===== src/rtl/spi_wb_bridge_slave.sv =====
// spi_wb_bridge_slave
// SPI mode-0 slave that turns framed SPI transfers into Wishbone byte
// cycles. The first byte of a frame is a command: bit 7 selects write (1)
// or read (0), and bits 6:0 give the start address. The address
// auto-increments and wraps within 7 bits.
// Reads are prefetched one byte ahead, so a turnaround byte follows the
// command byte before the first read data byte.

module spi_wb_bridge_slave #(
    parameter int unsigned TIMEOUT = 16
) (
    input  logic       clk_i,
    input  logic       rst_i,
    input  logic       spi_sck_i,
    input  logic       spi_cs_n_i,
    input  logic       spi_mosi_i,
    output logic       spi_miso_o,
    output logic       spi_miso_oe_o,
    output logic [7:0] wb_adr_o,
    output logic [7:0] wb_dat_o,
    input  logic [7:0] wb_dat_i,
    output logic       wb_we_o,
    output logic       wb_cyc_o,
    output logic       wb_stb_o,
    input  logic       wb_ack_i,
    input  logic       wb_err_i,
    output logic       err_o
);

    // state | meaning
    // IDLE  | CS deasserted, no frame in progress
    // CMD   | receiving command byte, MISO shifts {err, 7'b0}
    // TURN  | read turnaround byte, MISO 0x00 while first read completes
    // XFER  | data bytes: each byte is written, or read from the prefetch
    typedef enum logic [1:0] {
        ST_IDLE = 2'd0,
        ST_CMD  = 2'd1,
        ST_TURN = 2'd2,
        ST_XFER = 2'd3
    } state_t;

    // synchronizers
    logic [2:0] sck_sync_q;
    logic [1:0] cs_sync_q;
    logic [1:0] mosi_sync_q;

    // frame side
    state_t     state_q;
    logic [2:0] bit_cnt_q;
    logic [7:0] rx_q;
    logic [7:0] tx_q;
    logic       miso_q;
    logic       wr_q;
    logic [6:0] addr_q;

    // request handoff to the bus side (single-entry)
    logic       req_pend_q;
    logic       req_we_q;
    logic [6:0] req_adr_q;
    logic [7:0] req_dat_q;

    // bus side
    logic       cyc_q;
    logic       we_q;
    logic [6:0] wb_adr_q;
    logic [7:0] wb_dat_q;
    logic [7:0] tmo_q;
    logic [7:0] rd_buf_q;
    logic       err_q;
    logic       err_d;

    // decoded events
    logic       sck_rise;
    logic       sck_fall;
    logic       cs_act;
    logic [7:0] rx_byte;
    logic       byte_done;
    logic       first_bit;
    logic       cmd_done;
    logic       new_req;
    logic       new_req_we;
    logic [6:0] new_req_adr;
    logic [7:0] new_req_dat;
    logic       wb_term;
    logic       wb_fail;

    assign spi_miso_o    = miso_q;
    assign spi_miso_oe_o = ~cs_sync_q[1];
    assign wb_adr_o      = {1'b0, wb_adr_q};
    assign wb_dat_o      = wb_dat_q;
    assign wb_we_o       = we_q;
    assign wb_cyc_o      = cyc_q;
    assign wb_stb_o      = cyc_q;
    assign err_o         = err_q;

    // Bring the SPI pins into clk_i; CS resets to its inactive level so OE stays low.
    always_ff @(posedge clk_i or negedge rst_i) begin
        if (!rst_i) begin
            sck_sync_q  <= 3'b000;
            cs_sync_q   <= 2'b11;
            mosi_sync_q <= 2'b00;
        end else begin
            sck_sync_q  <= {sck_sync_q[1:0], spi_sck_i};
            cs_sync_q   <= {cs_sync_q[0], spi_cs_n_i};
            mosi_sync_q <= {mosi_sync_q[0], spi_mosi_i};
        end
    end

    // Edge detection, byte boundaries and bus requests raised by the frame.
    always_comb begin
        sck_rise    = sck_sync_q[1] & ~sck_sync_q[2];
        sck_fall    = ~sck_sync_q[1] & sck_sync_q[2];
        cs_act      = ~cs_sync_q[1];
        rx_byte     = {rx_q[6:0], mosi_sync_q[1]};
        byte_done   = cs_act && (state_q != ST_IDLE) && sck_rise && (bit_cnt_q == 3'd7);
        first_bit   = cs_act && (state_q == ST_XFER) && sck_rise && (bit_cnt_q == 3'd0);
        cmd_done    = byte_done && (state_q == ST_CMD);
        new_req     = 1'b0;
        new_req_we  = 1'b0;
        new_req_adr = 7'd0;
        new_req_dat = 8'd0;
        if (cmd_done && !rx_byte[7]) begin
            // read of the start address, ready for the first data byte
            new_req     = 1'b1;
            new_req_adr = rx_byte[6:0];
        end else if (byte_done && (state_q == ST_XFER) && wr_q) begin
            new_req     = 1'b1;
            new_req_we  = 1'b1;
            new_req_adr = addr_q;
            new_req_dat = rx_byte;
        end else if (first_bit && !wr_q) begin
            // prefetch the byte that the following data byte will return
            new_req     = 1'b1;
            new_req_adr = addr_q + 7'd1;
        end
    end

    // Bus termination decode; error beats ack, and silence past the limit counts as error.
    always_comb begin
        wb_term = cyc_q && (wb_ack_i || wb_err_i || (tmo_q == 8'd0));
        wb_fail = cyc_q && (wb_err_i || (!wb_ack_i && (tmo_q == 8'd0)));
        err_d   = err_q;
        if (cmd_done) begin
            err_d = 1'b0;
        end
        if (wb_fail) begin
            err_d = 1'b1;
        end
    end

    // Frame FSM: bit counting, MOSI shift-in, MISO shift-out and address tracking.
    always_ff @(posedge clk_i or negedge rst_i) begin
        if (!rst_i) begin
            state_q   <= ST_IDLE;
            bit_cnt_q <= 3'd0;
            rx_q      <= 8'd0;
            tx_q      <= 8'd0;
            miso_q    <= 1'b0;
            wr_q      <= 1'b0;
            addr_q    <= 7'd0;
        end else if (!cs_act) begin
            state_q   <= ST_IDLE;
            bit_cnt_q <= 3'd0;
            rx_q      <= 8'd0;
            tx_q      <= 8'd0;
            miso_q    <= 1'b0;
        end else if (state_q == ST_IDLE) begin
            // MSB of the command reply goes out before the first SCK edge
            state_q   <= ST_CMD;
            bit_cnt_q <= 3'd0;
            miso_q    <= err_q;
            tx_q      <= 8'd0;
        end else if (sck_rise) begin
            rx_q      <= rx_byte;
            bit_cnt_q <= bit_cnt_q + 3'd1;
            if (bit_cnt_q == 3'd7) begin
                case (state_q)
                    ST_CMD: begin
                        wr_q    <= rx_byte[7];
                        addr_q  <= rx_byte[6:0];
                        tx_q    <= 8'd0;
                        state_q <= rx_byte[7] ? ST_XFER : ST_TURN;
                    end
                    ST_TURN: begin
                        tx_q    <= rd_buf_q;
                        state_q <= ST_XFER;
                    end
                    default: begin
                        if (wr_q) begin
                            addr_q <= addr_q + 7'd1;
                            tx_q   <= 8'd0;
                        end else begin
                            tx_q   <= rd_buf_q;
                        end
                    end
                endcase
            end else if ((state_q == ST_XFER) && !wr_q && (bit_cnt_q == 3'd0)) begin
                addr_q <= addr_q + 7'd1;
            end
        end else if (sck_fall) begin
            miso_q <= tx_q[7];
            tx_q   <= {tx_q[6:0], 1'b0};
        end
    end

    // Wishbone master: one cycle at a time, queued request waits for the bus to go idle.
    always_ff @(posedge clk_i or negedge rst_i) begin
        if (!rst_i) begin
            req_pend_q <= 1'b0;
            req_we_q   <= 1'b0;
            req_adr_q  <= 7'd0;
            req_dat_q  <= 8'd0;
            cyc_q      <= 1'b0;
            we_q       <= 1'b0;
            wb_adr_q   <= 7'd0;
            wb_dat_q   <= 8'd0;
            tmo_q      <= 8'd0;
            rd_buf_q   <= 8'd0;
            err_q      <= 1'b0;
        end else begin
            err_q <= err_d;
            if (new_req) begin
                req_pend_q <= 1'b1;
                req_we_q   <= new_req_we;
                req_adr_q  <= new_req_adr;
                req_dat_q  <= new_req_dat;
            end else if (req_pend_q && !cyc_q) begin
                req_pend_q <= 1'b0;
            end
            if (cyc_q) begin
                if (wb_term) begin
                    cyc_q <= 1'b0;
                    if (!we_q) begin
                        rd_buf_q <= wb_fail ? 8'hFF : wb_dat_i;
                    end
                end else begin
                    tmo_q <= tmo_q - 8'd1;
                end
            end else if (req_pend_q) begin
                cyc_q    <= 1'b1;
                we_q     <= req_we_q;
                wb_adr_q <= req_adr_q;
                wb_dat_q <= req_dat_q;
                tmo_q    <= 8'(TIMEOUT);
            end
        end
    end

endmodule

===== config.mk =====
export PLATFORM = sky130hd
export DESIGN_NAME = spi_wb_bridge_slave
export DESIGN_NICKNAME = d
export VERILOG_FILES = /design/src/rtl/spi_wb_bridge_slave.sv
export SDC_FILE = /design/constraint.sdc
export NUM_CORES = 1
export LEC_CHECK = 0
export ABC_AREA = 1
export ABC_CLOCK_PERIOD_IN_PS = 3500
export BUFFER_PORTS_ARGS = -buffer_cell sky130_fd_sc_hd__buf_2
export CAP_MARGIN = 20
export CORE_MARGIN = 10
export CORE_UTILIZATION = 60
export DETAILED_ROUTE_END_ITERATION = 7
export PLACE_DENSITY_LB_ADDON = 0.05
export RECOVER_POWER = 25
export SYNTH_ARGS = -nofsm -noshare
export SYNTH_HDL_FRONTEND = slang
export SYNTH_SLANG_ARGS = --single-unit

===== constraint.sdc =====
create_clock -name clk_i -period 3.5 [get_ports clk_i]
set_clock_uncertainty 0.1 [all_clocks]
set_input_delay 0.525 -clock clk_i [delete_from_list [all_inputs] [get_ports clk_i]]
set_output_delay 0.525 -clock clk_i [all_outputs]
set_load 0.02 [all_outputs]

==> results of run 1 <==
report_power, final:
part | switching [W] | internal, W | leakage, nW
Sequential | 0.0000191 | 0.00103 | 1.15
Clock | 0.000339 | 0.000326 | 0.0806
Combinational | 0.0000973 | 0.0000459 | 1.18
worst max-delay path, delay by kind of cell, from the launching register on:
family | cells | cell delay (ns)
flip-flops | 1 | 0.43
AND/OR/NAND/NOR | 4 | 0.71
adder cells (fa/ha/maj) | 1 | 0.25
buffers and inverters | 3 | 0.37
AO/OA/AOI/OAI | 1 | 0.20
area by class of cell:
class                           instances  share of cell area (%)
Sequential cell                        87                    47.6
Clock buffer                           10                    2.79
Timing Repair Buffer                   37                    4.62
Multi-Input combinational cell        309                    36.3
Inverter                               63                    5.16
Tap cell                               80                    2.19
Clock inverter                          5                    1.31
repair_timing:
action,in CTS,in global routing
endpoints found under the hold margin,0,10
hold buffers,0,1
endpoints found under the setup margin,0,0
resized for setup,0,0
layout by cell type, fill, tap and decap left out, types with 2 or more instances in the layout:
cell	synthesis	routed
inv_1	56	56
clkinvlp_4	0	4
ha_1	11	11
nand4_1	11	11
o22ai_1	18	18
a31oi_1	7	7
mux2_2	7	7
o21bai_1	2	2
clkbuf_8	0	9
o21ai_1	5	5
nor2_1	16	16
inv_2	6	6
o211ai_1	2	2
clkbuf_1	2	2
buf_2	4	34
dfstp_2	2	2
xnor2_1	3	3
nand2_2	6	6
nand3_4	2	2
xor2_1	4	4
nor2_4	2	2
a21oi_1	4	4
nand3_1	40	40
nand2_4	2	2
o21ai_0	25	25
dfrtp_1	85	85
nand2_1	133	133
synth_stat cells (5+ instances only):
cell type	instances	area share [%]
nand2_1	133	12
dfrtp_1	85	51
inv_1	56	5.1
nand3_1	40	4.8
o21ai_0	25	3.0
o22ai_1	18	2.7
nor2_1	16	1.4
ha_1	11	3.3
nand4_1	11	1.7
a31oi_1	7	1.1
mux2_2	7	1.9
inv_2	6	0.54
nand2_2	6	0.90
o21ai_1	5	0.60
sequential cells by signal, summed over array words and instances (netlist names), 2 cells and up:
signal       count
tx_q             8
addr_q           7
req_dat_q        8
bit_cnt_q        3
tmo_q            8
wb_dat_o         8
rd_buf_q         8
state_q          2
cs_sync_q        2
rx_q             7
req_adr_q        7
mosi_sync_q      2
sck_sync_q       3
wb_adr_q         7
kinds of logic after synthesis:
family	after synthesis	synth area share, %
flip-flops	87	52.5
adder cells (fa/ha/maj)	11	3.31
multiplexers	8	2.14
AND/OR/NAND/NOR	216	23.7
AO/OA/AOI/OAI	66	9.34
buffers and inverters	74	7.44
XOR/XNOR	7	1.48
other	1	0.0903
worst paths after layout:
path / startpoint / endpoint / slack [ns] / cells after the start
max reg2reg: state_q[0] / req_dat_q[5] / 1.38 / 9
min reg2reg: mosi_sync_q[0] / mosi_sync_q[1] / 0.26 / 0
max: state_q[0] / req_dat_q[5] / 1.38 / 9
min: spi_cs_n_i / cs_sync_q[0] / 0.17 / 1
min in group asynchronous: rst_i / tmo_q[2] / 0.62 / 2
max in group asynchronous: rst_i / cs_sync_q[0] / 1.85 / 3
layer usage:
| layer | vias up | share of wire [%] | global-route usage, % |
|---|---|---|---|
| met4 | 0 | 1.3 | 6.10 |
| met2 | 59 | 46 | 25.4 |
| met3 | 10 | 4.4 | 2.99 |
| li1 | 1601 | - | - |
| met5 | - | 0 | 0 |
| met1 | 1503 | 48 | 23.7 |
through the flow:
| step | util [%] | instances | hold slack [ns] | area, sq um |
|---|---|---|---|---|
| after floorplan | - | 470 | 0.129 | 4150 |
| after global placement | 64.5 | 574 | 0.236 | 4360 |
| after detailed placement | 64.5 | 574 | 0.240 | 4360 |
| after CTS | 67.3 | 589 | 0.163 | 4550 |
| after global routing | 67.8 | 591 | 0.161 | 4580 |
| final | 67.8 | 591 | 0.167 | 4580 |
==> key figures, run 1 <==
Place
  – I/O Buffers: 35
  – Gpl congestion: 0.853
  – Dpl ws: 1.40 ns
  – Hpwl dp: 5960 um

Clocking
  – Clock-pin slew on the worst setup and hold paths: 0.08 ns
  – Clock Tree Root: clkbuf_8
  – Clk sink count: 87
  – Num CTS Buffers: 9
  – TritonCTS clock tree: yes
  – Worst skew pair latency: 0.35 ns
  – CTS H-tree depth: 3
  – Post-CTS Setup Bufs: 0
  – Clock Path Buffers: 2

GRT
  – Largest net degree at the start of global routing: 88
  – Grt total ovfl: 0
  – Number of global-route vias before repair: 2966
  – First-pass GRT wire length: 14300 um
  – Gr usage total: 16.8%
  – Initial antenna violation count: 0

Final layout
  – # fillers: 550
  – Reg area: 2180 sq um
  – Fraction of layout cells with a size suffix above 1: 15.5%
  – # nets final: 533
  – Synth-to-layout area growth: 10.3%
  – # diodes: 0
  – Multi-input logic area: 1660 sq um

Synthesis
  – Post-synth EDFFs: 0
  – Synth Net Count: 496
  – Syn. warnings: 0
  – Sequential element share of the synthesized area: 52.5%
  – Synth cell types: 37
  – Synthesized area: 4150 sq um
  – Async SR Flop Fraction: 100%
  – Top FF cell, synth: dfrtp_1
  – FF+latch count, synth: 87
  – Avg Inst Size Synth: 8.84 sq um
  – Post-Synthesis Cells: 470

Worst setup path
  – Critical Path Start Type: flop
  – Crit-path max cell delay: 0.43 ns
  – CP cell instances: inv_1 -> ha_1 -> inv_1 -> nand2_4 -> nor2_8 -> nand2_2 -> inv_2 -> nand2_2 -> o22ai_1
  – CP max FO: 17
  – Arrival time at the worst endpoint: 2.29 ns
  – CP Data Required Time: 3.67 ns
  – Setup CP Type: reg -> reg
  – Worst Setup End Kind: flop
  – Critical-path top delay cell: dfrtp_1

Routing
  – Detail Route Antenna Nets: 0
  – Routed vias: 3173
  – DR pass1 iterations: 5
  – Vias per inst: 5.37
  – Residual DRC count: 0
  – Final wirelength: 8460 um
  – Wire per inst: 14.3 um
  – Initial DRC count: 229

Job
  – # Max-Cap Violations: 0

Timing
  – Final setup fails: 0
  – Max-slew headroom at the worst pin: 38.0%
  – Minimum clock period: 2.12 ns
  – Fin crit share: 60.6%
  – Setup WS post-layout: 1.38 ns
  – Highest Clock Rate: 0.471 GHz
  – Setup tns final: 0 ns
  – Final max-slew violation count: 0
  – RSZ-0062 raised after global routing: false
  – Slew of the pin with the lowest slew margin: 0.928 ns
  – Final Hold Violating Endpoints: 0

Floorplan
  – FP Rows: 30
  – CORE AREA: 6760 sq um
  – Die height: 103 um
  – Initial Util: 61.5%
  – Die width: 103 um
  – Die area: 10600 sq um
  – Io pins: 37

Pwr
  – Power Density: 406 nW/um^2
  – Total power: 0.00186 W
  – Pleak: 2.41 nW
  – Maximum VDD drop: 0.000303 V

Status
  – Status: completed

Hold path
  – HP Class: in -> reg
(Power assumes the default switching activity.)
==> run 2, diff against run 1 <==
Settings changed: ABC_CLOCK_PERIOD_IN_PS 3500 to 2200, CORE_UTILIZATION 60 to 59.
Clock period 3.5 ns to 2.2 ns, I/O delays scaled along.
==> key figures, run 2 (synthesized netlist as in run 1, its figures left out) <==
Status
  – Status: completed

Final layout
  – # nets final: 542 (+1.7%)
  – Multi-input logic area: 1660 sq um (unchanged)
  – Fraction of layout cells with a size suffix above 1: 16.9% (+1.4 points)
  – Design Area, Final: 4690 sq um (+2.5%)
  – Commonest non-fill, non-tap cell in the layout: nand2_1
  – Synth-to-layout area growth: 13.0%
  – Most frequent cells in the layout: nand2_1, dfrtp_1, inv_1
  – # fillers: 597 (+8.5%)
  – # diodes: 0 (unchanged)
  – Reg area: 2180 sq um (unchanged)

Timing
  – Minimum clock period: 1.93 ns (-0.196 ns)
  – Slew of the pin with the lowest slew margin: 0.910 ns (-0.0179 ns)
  – Highest Clock Rate: 0.519 GHz (+10%)
  – Setup WS post-layout: 0.275 ns (-1.10 ns)
  – RSZ-0062 raised after global routing: false
  – Fin crit share: 87.5% (+27 points)
  – Max-slew headroom at the worst pin: 39.3% (+1.3 points)
  – Final max-slew violation count: 0 (unchanged)
  – Final Hold Violating Endpoints: 0 (unchanged)
  – Final setup fails: 0 (unchanged)
  – Setup tns final: 0 ns (unchanged)

Clocking
  – Clock-pin slew on the worst setup and hold paths: 0.09 ns (about the same)
  – Clk sink count: 87 (unchanged)
  – Post-CTS Setup Bufs: 0 (unchanged)
  – Num CTS Buffers: 9 (unchanged)
  – # hold bufs at CTS: 4 (+4)
  – TritonCTS clock tree: yes
  – Clock Tree Root: clkbuf_8
  – Post-CTS Resized: 0 (unchanged)
  – Clock Path Buffers: 2 (unchanged)
  – CTS H-tree depth: 3 (unchanged)
  – Worst skew pair latency: 0.36 ns (about the same)

Worst setup path
  – Critical Path Start Type: flop
  – CP max FO: 17 (unchanged)
  – Setup CP Type: reg -> reg
  – Crit. Startpoint: bit_cnt_q[1]
  – RR Endpoint: req_adr_q[4]
  – Worst R2R Path Depth: 9 (unchanged)
  – Flop2flop setup slack: 0.27 ns (-1.10 ns)
  – R2r startpoint: bit_cnt_q[1]
  – Worst Setup End Kind: flop
  – Arrival time at the worst endpoint: 2.08 ns (-0.21 ns)
  – CP Data Required Time: 2.36 ns (-1.31 ns)

Hold path
  – WHS Endpoint: rd_buf_q[4]
  – Min-Delay Path Depth: 5 (+4)
  – HP Class: in -> reg
  – Critical hold path startpoint: wb_dat_i[4]

Place
  – Hpwl dp: 6210 um (+4.2%)
  – I/O Buffers: 35 (unchanged)
  – Area after DPL: 4440 sq um (+2.0%)
  – Dpl ws: 0.277 ns (-1.13 ns)
  – Gpl congestion: 0.879 (+3.0%)

GRT
  – Largest net degree at the start of global routing: 37 (-58%)
  – Gr usage total: 16.2% (-0.64 points)
  – Number of global-route vias before repair: 3148 (+6.1%)
  – First-pass GRT wire length: 14700 um (+2.6%)
  – Initial antenna violation count: 0 (unchanged)
  – Grt total ovfl: 0 (unchanged)

Routing
  – Wire per inst: 13.6 um (-5.3%)
  – Residual DRC count: 0 (unchanged)
  – Final wirelength: 8360 um (-1.1%)
  – DR pass1 iterations: 4 (-1)
  – Routed vias: 3188 (+0.47%)
  – Detail Route Antenna Nets: 0 (unchanged)
  – Initial DRC count: 185 (-19%)
  – Vias per inst: 5.17 (-3.8%)

Floorplan
  – Io pins: 37 (unchanged)
  – Die height: 104 um (+0.68%)
  – Die width: 104 um (+0.68%)
  – FP Rows: 30 (unchanged)
  – Initial Util: 60.8% (-0.68 points)
  – CORE AREA: 6830 sq um (+1.1%)
  – Die area: 10800 sq um (+1.4%)

Pwr
  – Maximum VDD drop: 0.000379 V (+25%)
  – Pleak: 2.47 nW (+2.7%)
  – Power Density: 660 nW/um^2 (+62%)

Job
  – # Max-Cap Violations: 0 (unchanged)
run 2: changes by cell type in the layout (fill, tap and decap cells not counted), sizes merged:
cell / delta
clkinv: +1
inv: +3
dlygate4sd3: +3
buf: +6
clkinvlp: -3
run 2: how the worst max path moves through the flow:
stage,depth (start not counted),slack [ns],to
after floorplan,8,0.49,req_adr_q[1]
after global placement,7,0.34,req_pend_q
after detailed placement,9,0.28,req_adr_q[4]
after CTS,9,0.26,req_adr_q[4]
after global routing,8,0.06,req_dat_q[1]
final,9,0.27,req_adr_q[4]
run 2: stage by stage:
stage                     cells  total power, W  hold WS, ns  util (%)
after global placement      597         0.00194        0.213      65.0
after global routing        617         0.00323        0.155      68.7
after detailed placement    597         0.00194        0.218      65.0
after CTS                   617         0.00313        0.138      68.7
final                       617         0.00310        0.144      68.7
after floorplan             470         0.00185      -0.0656         -
run 2: area by class of cell:
| cell class | count | share of cell area [%] |
|---|---|---|
| Tap cell | 96 | 2.56 |
| Multi-Input combinational cell | 309 | 35.5 |
| Clock buffer | 10 | 2.93 |
| Inverter | 63 | 5.04 |
| Clock inverter | 6 | 1.60 |
| Timing Repair Buffer | 46 | 5.97 |
| Sequential cell | 87 | 46.4 |
run 2: where the power goes:
group          leakage, nW  total (W)  internal [W]  switching (W)
sequential            1.15    0.00167       0.00164      0.0000290
combinational         1.22   0.000240     0.0000838       0.000157
clock                0.105    0.00118      0.000574       0.000609
run 2: routing by layer:
layer | share of wire, % | track usage (%) | up-vias | wire [um]
met2 | 44 | 24.1 | 75 | 3690
met5 | 0 | 0 | - | 0
met1 | 49 | 21.3 | 1482 | 4070
met4 | 1.9 | 6.06 | 0 | 159
li1 | - | - | 1616 | -
met3 | 5.2 | 5.51 | 15 | 437
run 2: critical path: stages (launching register included):
cell and delay (ns):
dfrtp_1 0.36, ha_1 0.18, ha_1 0.22, nand2_1 0.17
inv_2 0.19, nand3_4 0.21, inv_2 0.20, nand2_1 0.08
nand2_1 0.08, nand2_1 0.04
